==> src/rtl/display_pkg.sv <==
// Shared constants for the clock display path: segment table, blank
// pattern and value limits. Patterns are stored active-low, {g..a}.
package display_pkg;

  localparam logic [5:0] MAX_MINUTES = 6'd59;
  localparam logic [5:0] MAX_HOURS   = 6'd23;

  localparam logic [6:0] SEG_BLANK = 7'h7F;

  // Active-low patterns for digits 0-9, bit0=a ... bit6=g
  localparam logic [6:0] SEG_DIGITS [0:9] = '{
    7'h40, 7'h79, 7'h24, 7'h30, 7'h19,
    7'h12, 7'h02, 7'h78, 7'h00, 7'h10
  };

  // Apply output polarity to an active-low pattern
  function automatic logic [6:0] apply_polarity(input logic [6:0] pat_low,
                                                input logic       active_low);
    logic [6:0] result;
    if (active_low) begin
      result = pat_low;
    end else begin
      result = ~pat_low;
    end
    return result;
  endfunction

endpackage

==> src/rtl/seg_decoder.sv <==
// Combinational digit-to-segment lookup with a blank override.
module seg_decoder
  import display_pkg::*;
#(
  parameter bit SEG_ACTIVE_LOW = 1'b1
) (
  input  logic [3:0] digit,
  input  logic       blank,
  output logic [6:0] pattern
);

  logic [6:0] pattern_low_s;

  // Select the active-low pattern; non-decimal codes fall back to blank
  always_comb begin
    pattern_low_s = SEG_BLANK;
    if (blank) begin
      pattern_low_s = SEG_BLANK;
    end else if (digit <= 4'd9) begin
      pattern_low_s = SEG_DIGITS[digit];
    end else begin
      pattern_low_s = SEG_BLANK;
    end
  end

  assign pattern = apply_polarity(pattern_low_s, SEG_ACTIVE_LOW);

endmodule

==> src/rtl/display_driver.sv <==
// One seven-segment digit of a clock display: 12/24-hour conversion,
// decimal digit selection, blanking and a registered segment output.
module display_driver
  import display_pkg::*;
#(
  parameter bit SEG_ACTIVE_LOW = 1'b1
) (
  input  logic       clk,
  input  logic       reset,
  input  logic [5:0] number,
  input  logic       tens,
  input  logic       hoursPlace,
  input  logic       set24hours,
  output logic [6:0] seg
);

  localparam logic [6:0] BLANK_OUT = SEG_ACTIVE_LOW ? SEG_BLANK : ~SEG_BLANK;

  logic [5:0] value_s;
  logic [5:0] digit_full_s;
  logic       out_of_range_s;
  logic       suppress_s;
  logic       blank_s;
  logic [6:0] seg_d;
  logic [6:0] seg_q;

  // Map the input to the value shown and pick its tens or units digit
  always_comb begin
    value_s = number;
    if (hoursPlace && !set24hours) begin
      if (number == 6'd0) begin
        value_s = 6'd12;
      end else if (number > 6'd12) begin
        value_s = number - 6'd12;
      end else begin
        value_s = number;
      end
    end else begin
      value_s = number;
    end

    digit_full_s = 6'd0;
    if (tens) begin
      digit_full_s = value_s / 6'd10;
    end else begin
      digit_full_s = value_s % 6'd10;
    end
  end

  // Decide blanking: range check on the raw input, and leading-zero
  // suppression only for the 12-hour hours tens digit
  always_comb begin
    out_of_range_s = 1'b0;
    if (hoursPlace) begin
      out_of_range_s = (number > MAX_HOURS);
    end else begin
      out_of_range_s = (number > MAX_MINUTES);
    end
    suppress_s = hoursPlace && !set24hours && tens && (digit_full_s == 6'd0);
    blank_s    = out_of_range_s || suppress_s || (digit_full_s > 6'd9);
  end

  seg_decoder #(
    .SEG_ACTIVE_LOW(SEG_ACTIVE_LOW)
  ) u_seg_decoder (
    .digit  (digit_full_s[3:0]),
    .blank  (blank_s),
    .pattern(seg_d)
  );

  // Output register; reset blanks the display ahead of any input
  always_ff @(posedge clk) begin
    if (reset) begin
      seg_q <= BLANK_OUT;
    end else begin
      seg_q <= seg_d;
    end
  end

  assign seg = seg_q;

endmodule

==> config.mk <==
export PLATFORM = sky130hd
export DESIGN_NAME = display_driver
export DESIGN_NICKNAME = d
export VERILOG_FILES = /design/src/rtl/display_pkg.sv /design/src/rtl/seg_decoder.sv /design/src/rtl/display_driver.sv
export SDC_FILE = /design/constraint.sdc
export NUM_CORES = 1
export LEC_CHECK = 0
export CAP_MARGIN = 20
export CORE_MARGIN = 2
export CORE_UTILIZATION = 40
export CTS_CLUSTER_SIZE = 25
export DETAILED_ROUTE_END_ITERATION = 12
export SYNTH_ARGS = -nofsm -noshare
export SYNTH_HDL_FRONTEND = slang
export SYNTH_SLANG_ARGS = --single-unit
==> constraint.sdc <==
create_clock -name clk -period 8.7 [get_ports clk]
set_input_delay 0.87 -clock clk [delete_from_list [all_inputs] [get_ports clk]]
set_output_delay 0.87 -clock clk [all_outputs]
set_load 0.02 [all_outputs]
==> impl_metrics.prom, run 1 <==
# TYPE chip_impl_metric gauge
chip_impl_metric{name="post_synthesis_register_bit_count",unit=""} 7
chip_impl_metric{name="cts_post_setup_buffers_inserted",unit=""} 0
chip_impl_metric{name="cts_resized",unit=""} 0
chip_impl_metric{name="period_needed",unit="ns"} 5.47
chip_impl_metric{name="count_of_flip_flops_with_a_built_in_enable_after_synthesis",unit=""} 0
chip_impl_metric{name="synth.yosys.seq_area_share",unit=""} 0.134
chip_impl_metric{name="crit_fanout",unit=""} 10
chip_impl_metric{name="dr.first_iter.drc_count",unit=""} 15
chip_impl_metric{name="via_count",unit=""} 1031
chip_impl_metric{name="numCtsBuffers",unit=""} 3
chip_impl_metric{name="globalRoute.totalOverflow",unit=""} 0
chip_impl_info{name="min_path_type",value="in -> reg"} 1
chip_impl_info{name="worst_path_dominant_cell_family",value="compound AO/OA/AOI/OAI gates"} 1
chip_impl_metric{name="post_cts_hold_buffers",unit=""} 0
chip_impl_metric{name="synth.yosys.warnings",unit=""} 0
chip_impl_metric{name="design.die.area",unit="sq mm"} 0.00304
chip_impl_metric{name="syn_nets",unit=""} 143
chip_impl_metric{name="vias_in_the_first_global_route",unit=""} 897
chip_impl_info{name="rsz0062_at_grt",value="no"} 1
chip_impl_metric{name="io_buffer_count",unit=""} 17
chip_impl_metric{name="worst_setup_hold_path_clk_slew",unit="ns"} 0.05
chip_impl_metric{name="grt_start_max_net_pins",unit=""} 14
chip_impl_metric{name="post_synth_num_cell_types",unit=""} 53
chip_impl_metric{name="critical_path_depth_in_cells",unit=""} 21
chip_impl_info{name="yosysTopAreaCell",value="dfxtp_1"} 1
chip_impl_metric{name="mapped_cells",unit=""} 122
chip_impl_metric{name="flip_flop_count_of_the_largest_register_all_copies_and_words_added",unit=""} 7
chip_impl_metric{name="final-max-slew-violation-count",unit=""} 0
chip_impl_metric{name="worst_pin_slew",unit="ns"} 0.593
chip_impl_metric{name="cts-htree-levels",unit=""} 1
chip_impl_metric{name="postRouteAntennaNets",unit=""} 0
chip_impl_metric{name="floorplan.io_pins",unit=""} 18
chip_impl_info{name="worst_path_max_delay_cell",value="clkdlybuf4s50_1"} 1
chip_impl_metric{name="fmax",unit="MHz"} 183
chip_impl_metric{name="timing.critical_path.required",unit="ns"} 8.83
chip_impl_metric{name="post-route-drc-count",unit=""} 0
chip_impl_metric{name="pleak",unit="nW"} 0.513
chip_impl_metric{name="starting_density_of_the_core",unit=""} 0.423
chip_impl_metric{name="die_h",unit="um"} 55.2
chip_impl_metric{name="detail_route.wirelength",unit="um"} 2400
chip_impl_info{name="setup.worst_path.class",value="in -> reg"} 1
chip_impl_metric{name="rows",unit=""} 18
chip_impl_metric{name="post_synth.cell_area_avg",unit="sq um"} 8.58
chip_impl_info{name="critical_path.cell_chain",value="clkdlybuf4s50_1, inv_1, ha_1, nor3b_1, o31a_4, o21ai_4, inv_4, ha_1, inv_1, o211ai_1, o221ai_2, nand2_4, mux2_4, a31oi_1, inv_1, ha_1, nand3_1, o211ai_1, a21oi_1, nand2_1, a221o_1"} 1
chip_impl_metric{name="finalCritPeriodShare",unit=""} 0.629
chip_impl_metric{name="setup-tns-final",unit="ns"} 0
chip_impl_info{name="synth.top_cells.by_area",value="dfxtp_1 (13%), ha_1 (12%), mux2_4 (4.3%), o211ai_1 (4.3%), a221o_1 (3.8%)"} 1
chip_impl_metric{name="drt_first_pass_iters",unit=""} 4
chip_impl_metric{name="power.density",unit="mW/mm^2"} 127
chip_impl_metric{name="final_nets",unit=""} 162
chip_impl_info{name="hold_path.startpoint",value="reset"} 1
chip_impl_metric{name="core_area",unit="sq mm"} 0.00248
chip_impl_metric{name="num-fill-cells",unit=""} 240
chip_impl_info{name="mostFrequentLayoutCells",value="clkdlybuf4s50_1 (17), ha_1 (10), nor2_1 (9)"} 1
chip_impl_metric{name="routabilityCongestion",unit=""} 0.809
chip_impl_metric{name="hold-worst-slack",unit="ns"} 1.56
chip_impl_info{name="critical_path.startpoint_type",value="primary input"} 1
chip_impl_info{name="cts_root_buffer",value="clkbuf_4"} 1
chip_impl_metric{name="slowest_delay",unit="ns"} 0.72
chip_impl_metric{name="yosysTopAreaCellShare",unit=""} 0.134
chip_impl_metric{name="async_s_r_ff_share_synth",unit=""} 0
chip_impl_metric{name="maxSlewHeadroom",unit=""} 0.601
chip_impl_metric{name="grt_antenna_before_repair",unit=""} 0
chip_impl_metric{name="endpoint_arrival_time_on_the_critical_path",unit="ns"} 5.60
chip_impl_info{name="setup.worst_path.end_class",value="flop"} 1
chip_impl_metric{name="cts_buffer_depth",unit=""} 2
chip_impl_metric{name="final_layout_size_suffix_gt1_frac",unit=""} 0.179
chip_impl_metric{name="wl_per_cell",unit="um"} 14.1
chip_impl_info{name="yosys_most_used_dff",value="dfxtp_1"} 1
chip_impl_info{name="tritoncts_clock_tree",value="done"} 1
chip_impl_info{name="leading_cell_type_in_the_layout_fill_and_taps_excluded",value="clkdlybuf4s50_1"} 1
chip_impl_info{name="outcome",value="completed"} 1
chip_impl_metric{name="clock_sink_count",unit=""} 7
chip_impl_metric{name="grt_first_pass_wirelength",unit="um"} 4030
chip_impl_info{name="worst_hold_path.endpoint",value="seg[1]$_SDFF_PP1_"} 1
chip_impl_metric{name="min_delay_path_depth",unit=""} 6
chip_impl_metric{name="setup_viol",unit=""} 0
chip_impl_metric{name="post-dp-hpwl",unit="um"} 1910
chip_impl_metric{name="max_cap_viol_count",unit=""} 0
chip_impl_metric{name="area_growth_syn_to_layout",unit="%"} 21.1
chip_impl_metric{name="dieWidth",unit="um"} 55.2
chip_impl_metric{name="timing.critical_path.buf_inv",unit=""} 5
chip_impl_metric{name="netlist_area",unit="sq mm"} 0.00105
chip_impl_metric{name="grtUsageTotal",unit=""} 0.183
chip_impl_metric{name="antenna_cells",unit=""} 0
chip_impl_metric{name="hold_viol",unit=""} 0
chip_impl_metric{name="routed_via_density",unit=""} 6.06
chip_impl_metric{name="max-vdd-ir-drop",unit="mV"} 0.119
[final cells by class]
class / count / area, sq um / share of cell area
multi-input combinational: 102 / 850 / 0.670
sequential: 7 / 140 / 0.110
inverter: 10 / 45.0 / 0.0355
clock buffer: 4 / 26.3 / 0.0207
timing repair buffer: 17 / 170 / 0.134
tap: 30 / 37.5 / 0.0296
[power breakdown]
| group | internal [mW] | leakage [nW] | switching, mW |
|---|---|---|---|
| registers | 0.0369 | 0.0581 | 0.00113 |
| logic | 0.0423 | 0.440 | 0.0519 |
| clock network | 0.0174 | 0.0150 | 0.0110 |
| total | 0.0966 | 0.513 | 0.0641 |
[logic make-up (layout without fill, tap and decap cells)]
family | Yosys count | count (layout) | share of synthesized area
AO/OA/AOI/OAI | 52 | 52 | 0.435
adder cells (fa/ha/maj) | 10 | 10 | 0.119
buffers and inverters | 13 | 31 | 0.0550
flip-flops | 7 | 7 | 0.134
multiplexers | 6 | 6 | 0.0729
AND/OR/NAND/NOR | 34 | 34 | 0.184
[worst min-delay path, cell delays in order]
cell             delay, ns
clkdlybuf4s50_1       0.45
a41oi_1               0.05
o211ai_1              0.07
a21oi_1               0.04
nand2_1               0.18
a21o_1                0.11
[layer usage]
| layer | global-route usage | part of all wire | vias to the layer above |
|---|---|---|---|
| met4 | 0.0122 | 0 | 0 |
| met5 | 0 | 0 | - |
| met3 | 0.0484 | 0.037 | 0 |
| met1 | 0.252 | 0.50 | 492 |
| li1 | - | - | 518 |
| met2 | 0.298 | 0.47 | 21 |
[through the flow]
stage	instance area, sq um	power (mW)	util	setup slack [ns]	cells
final	1270	0.161	0.512	3.23	170
after global routing	1270	0.174	0.512	2.88	170
after CTS	1270	0.162	0.512	3.22	170
after detailed placement	1240	0.132	0.502	2.99	166
after global placement	1240	0.132	0.502	3.03	166
after floorplan	1050	0.106	-	4.06	122
[cells in the mapped netlist (2+ instances only)]
cell type,n
ha_1,10
o32ai_1,2
nand3_1,3
nor3b_1,2
nor3_1,2
a21o_1,3
o22ai_1,2
a21o_2,2
a31oi_1,2
a21oi_1,5
dfxtp_1,7
nor2_1,9
o31a_1,2
nand2_1,7
a211o_1,3
mux2i_1,2
o211ai_1,6
mux2_4,3
clkbuf_1,2
a221o_1,4
inv_1,8
o21ai_0,5
[worst max-delay path by stage]
stage / slack [ns] / from / end
4_1_cts: 3.22 / number[2] / seg[6]$_SDFF_PP1_
3_3_place_gp: 3.03 / number[2] / seg[3]$_SDFF_PP1_
2_1_floorplan: 4.06 / number[2] / seg[0]$_SDFF_PP1_
5_1_grt: 2.88 / number[2] / seg[0]$_SDFF_PP1_
6_report: 3.23 / number[2] / seg[6]$_SDFF_PP1_
3_5_place_dp: 2.99 / number[2] / seg[6]$_SDFF_PP1_
Note: power is estimated with default switching activity, not from simulation.
==> run 2: changes to the inputs <==
==> constraint.sdc (replaced) <==
create_clock -name clk -period 5.6 [get_ports clk]
set_input_delay 0.56 -clock clk [delete_from_list [all_inputs] [get_ports clk]]
set_output_delay 0.56 -clock clk [all_outputs]
set_load 0.02 [all_outputs]
==> run 2 against run 1 <==
  * Count of clock-buffer cells in the layout unchanged
  * Setup slack lost 2.4 ns
  * Sequential cell count unchanged
  * Critical endpoint is now seg[3]$_SDFF_PP1_
==> impl_metrics.prom, run 2 (same netlist as run 1, synthesis figures left out) <==
# TYPE chip_impl_metric gauge
chip_impl_metric{name="vias_in_the_first_global_route",unit=""} 959
chip_impl_metric{name="finalCritPeriodShare",unit=""} 0.857
chip_impl_info{name="setup.worst_path.class",value="in -> reg"} 1
chip_impl_metric{name="max-vdd-ir-drop",unit="mV"} 0.169
chip_impl_metric{name="endpoint_arrival_time_on_the_critical_path",unit="ns"} 4.93
chip_impl_metric{name="postRouteAntennaNets",unit=""} 0
chip_impl_metric{name="dr.first_iter.drc_count",unit=""} 17
chip_impl_metric{name="io_buffer_count",unit=""} 17
chip_impl_metric{name="hold-worst-slack",unit="ns"} 1.29
chip_impl_metric{name="post-route-drc-count",unit=""} 0
chip_impl_metric{name="drt_first_pass_iters",unit=""} 4
chip_impl_metric{name="final-max-slew-violation-count",unit=""} 0
chip_impl_info{name="outcome",value="completed"} 1
chip_impl_metric{name="cts_resized",unit=""} 0
chip_impl_metric{name="setup_viol",unit=""} 0
chip_impl_metric{name="flip_flop_count_of_the_largest_register_all_copies_and_words_added",unit=""} 7
chip_impl_metric{name="post_detailed_placement_cell_area",unit="sq mm"} 0.00127
chip_impl_metric{name="area_growth_syn_to_layout",unit="%"} 24.0
chip_impl_metric{name="rows",unit=""} 18
chip_impl_metric{name="non_filler_cells_final",unit=""} 174
chip_impl_info{name="critical_path.startpoint_type",value="primary input"} 1
chip_impl_metric{name="routed_via_density",unit=""} 6.02
chip_impl_metric{name="multi_input_area",unit="sq um"} 850
chip_impl_metric{name="grt_antenna_before_repair",unit=""} 0
chip_impl_metric{name="post-layout-total-power",unit="mW"} 0.255
chip_impl_info{name="setup.worst_path.end_class",value="flop"} 1
chip_impl_metric{name="dp_slack",unit="ns"} 0.590
chip_impl_metric{name="timing.critical_path.required",unit="ns"} 5.73
chip_impl_metric{name="numCtsBuffers",unit=""} 3
chip_impl_metric{name="hold_viol",unit=""} 0
chip_impl_metric{name="die_h",unit="um"} 55.2
chip_impl_metric{name="setup-tns-final",unit="ns"} 0
chip_impl_metric{name="fmax",unit="MHz"} 208
chip_impl_metric{name="grt_start_max_net_pins",unit=""} 12
chip_impl_metric{name="power.density",unit="mW/mm^2"} 196
chip_impl_metric{name="crit_fanout",unit=""} 8
chip_impl_metric{name="detail_route.wirelength",unit="um"} 2590
chip_impl_info{name="min_path_type",value="in -> reg"} 1
chip_impl_metric{name="finalInstanceArea",unit="sq mm"} 0.00130
chip_impl_metric{name="post_cts_hold_buffers",unit=""} 0
chip_impl_metric{name="cts-htree-levels",unit=""} 1
chip_impl_metric{name="dieWidth",unit="um"} 55.2
chip_impl_metric{name="grtUsageTotal",unit=""} 0.190
chip_impl_metric{name="cts_buffer_depth",unit=""} 2
chip_impl_info{name="tritoncts_clock_tree",value="done"} 1
chip_impl_metric{name="starting_density_of_the_core",unit=""} 0.423
chip_impl_info{name="leading_cell_type_in_the_layout_fill_and_taps_excluded",value="clkdlybuf4s50_1"} 1
chip_impl_info{name="mostFrequentLayoutCells",value="clkdlybuf4s50_1 (17), ha_1 (10), nor2_1 (9)"} 1
chip_impl_metric{name="core_area",unit="sq mm"} 0.00248
chip_impl_metric{name="worst_setup_hold_path_clk_slew",unit="ns"} 0.05
chip_impl_metric{name="globalRoute.totalOverflow",unit=""} 0
chip_impl_metric{name="pleak",unit="nW"} 0.532
chip_impl_metric{name="antenna_cells",unit=""} 0
chip_impl_info{name="cts_root_buffer",value="clkbuf_4"} 1
chip_impl_metric{name="final_nets",unit=""} 166
chip_impl_metric{name="final_critical_path_setup_slack",unit="ns"} 0.800
chip_impl_metric{name="maxSlewHeadroom",unit=""} 0.645
chip_impl_metric{name="design.die.area",unit="sq mm"} 0.00304
chip_impl_metric{name="placed_cells_incl_taps",unit=""} 170
chip_impl_metric{name="via_count",unit=""} 1047
chip_impl_metric{name="clock_sink_count",unit=""} 7
chip_impl_metric{name="grt_first_pass_wirelength",unit="um"} 4220
chip_impl_metric{name="floorplan.io_pins",unit=""} 18
chip_impl_metric{name="worst_pin_slew",unit="ns"} 0.517
chip_impl_metric{name="seqCellArea",unit="sq um"} 140
chip_impl_info{name="rsz0062_at_grt",value="no"} 1
chip_impl_metric{name="routabilityCongestion",unit=""} 0.820
chip_impl_metric{name="cts_post_setup_buffers_inserted",unit=""} 0
chip_impl_metric{name="max_cap_viol_count",unit=""} 0
chip_impl_metric{name="num-fill-cells",unit=""} 247
chip_impl_metric{name="wl_per_cell",unit="um"} 14.9
chip_impl_metric{name="post-dp-hpwl",unit="um"} 2090
chip_impl_metric{name="final_layout_size_suffix_gt1_frac",unit=""} 0.201
chip_impl_metric{name="period_needed",unit="ns"} 4.80
chip_impl_metric{name="postLayoutCoreUtil",unit=""} 0.524
-- run 2: changes by cell type in the layout (fill, tap and decap cells not counted) --
cell / previous run / this run
buf_4: 0 / 4
-- run 2: where the power goes --
| part | switching [mW] | internal [mW] |
|---|---|---|
| registers | 0.00197 | 0.0573 |
| logic | 0.0826 | 0.0687 |
| clock network | 0.0169 | 0.0271 |
| total | 0.101 | 0.153 |
-- run 2: worst max-delay path, stage by stage --
cell             delay (ns)
clkdlybuf4s50_1        0.55
inv_1                  0.11
ha_1                   0.19
nor3b_1                0.17
o31a_4                 0.33
o21ai_4                0.25
inv_4                  0.09
ha_1                   0.36
inv_1                  0.13
o211ai_1               0.11
o221ai_2               0.26
nand2_4                0.11
mux2_4                 0.23
a21boi_1               0.06
o31a_1                 0.35
ha_1                   0.26
nand3_1                0.09
o211ai_1               0.09
a21oi_1                0.14
nand2_1                0.18
a221o_1                0.31
-- run 2: final timing paths --
kind | startpoint | slack [ns] | depth (start not counted) | end
max | number[3] | 0.80 | 21 | seg[3]$_SDFF_PP1_
min | reset | 1.29 | 6 | seg[1]$_SDFF_PP1_
-- run 2: final cells by class --
type / count / area share
Tap cell: 30 / 0.0289
Timing Repair Buffer: 21 / 0.154
Inverter: 10 / 0.0347
Clock buffer: 4 / 0.0202
Multi-Input combinational cell: 102 / 0.654
Sequential cell: 7 / 0.108
-- run 2: layer usage --
metal | global-route usage | share of wire | vias up
met2 | 0.317 | 0.46 | 22
met3 | 0.0565 | 0.040 | 0
li1 | - | - | 528
met4 | 0.00813 | 0 | 0
met1 | 0.252 | 0.50 | 497
met5 | 0 | 0 | -
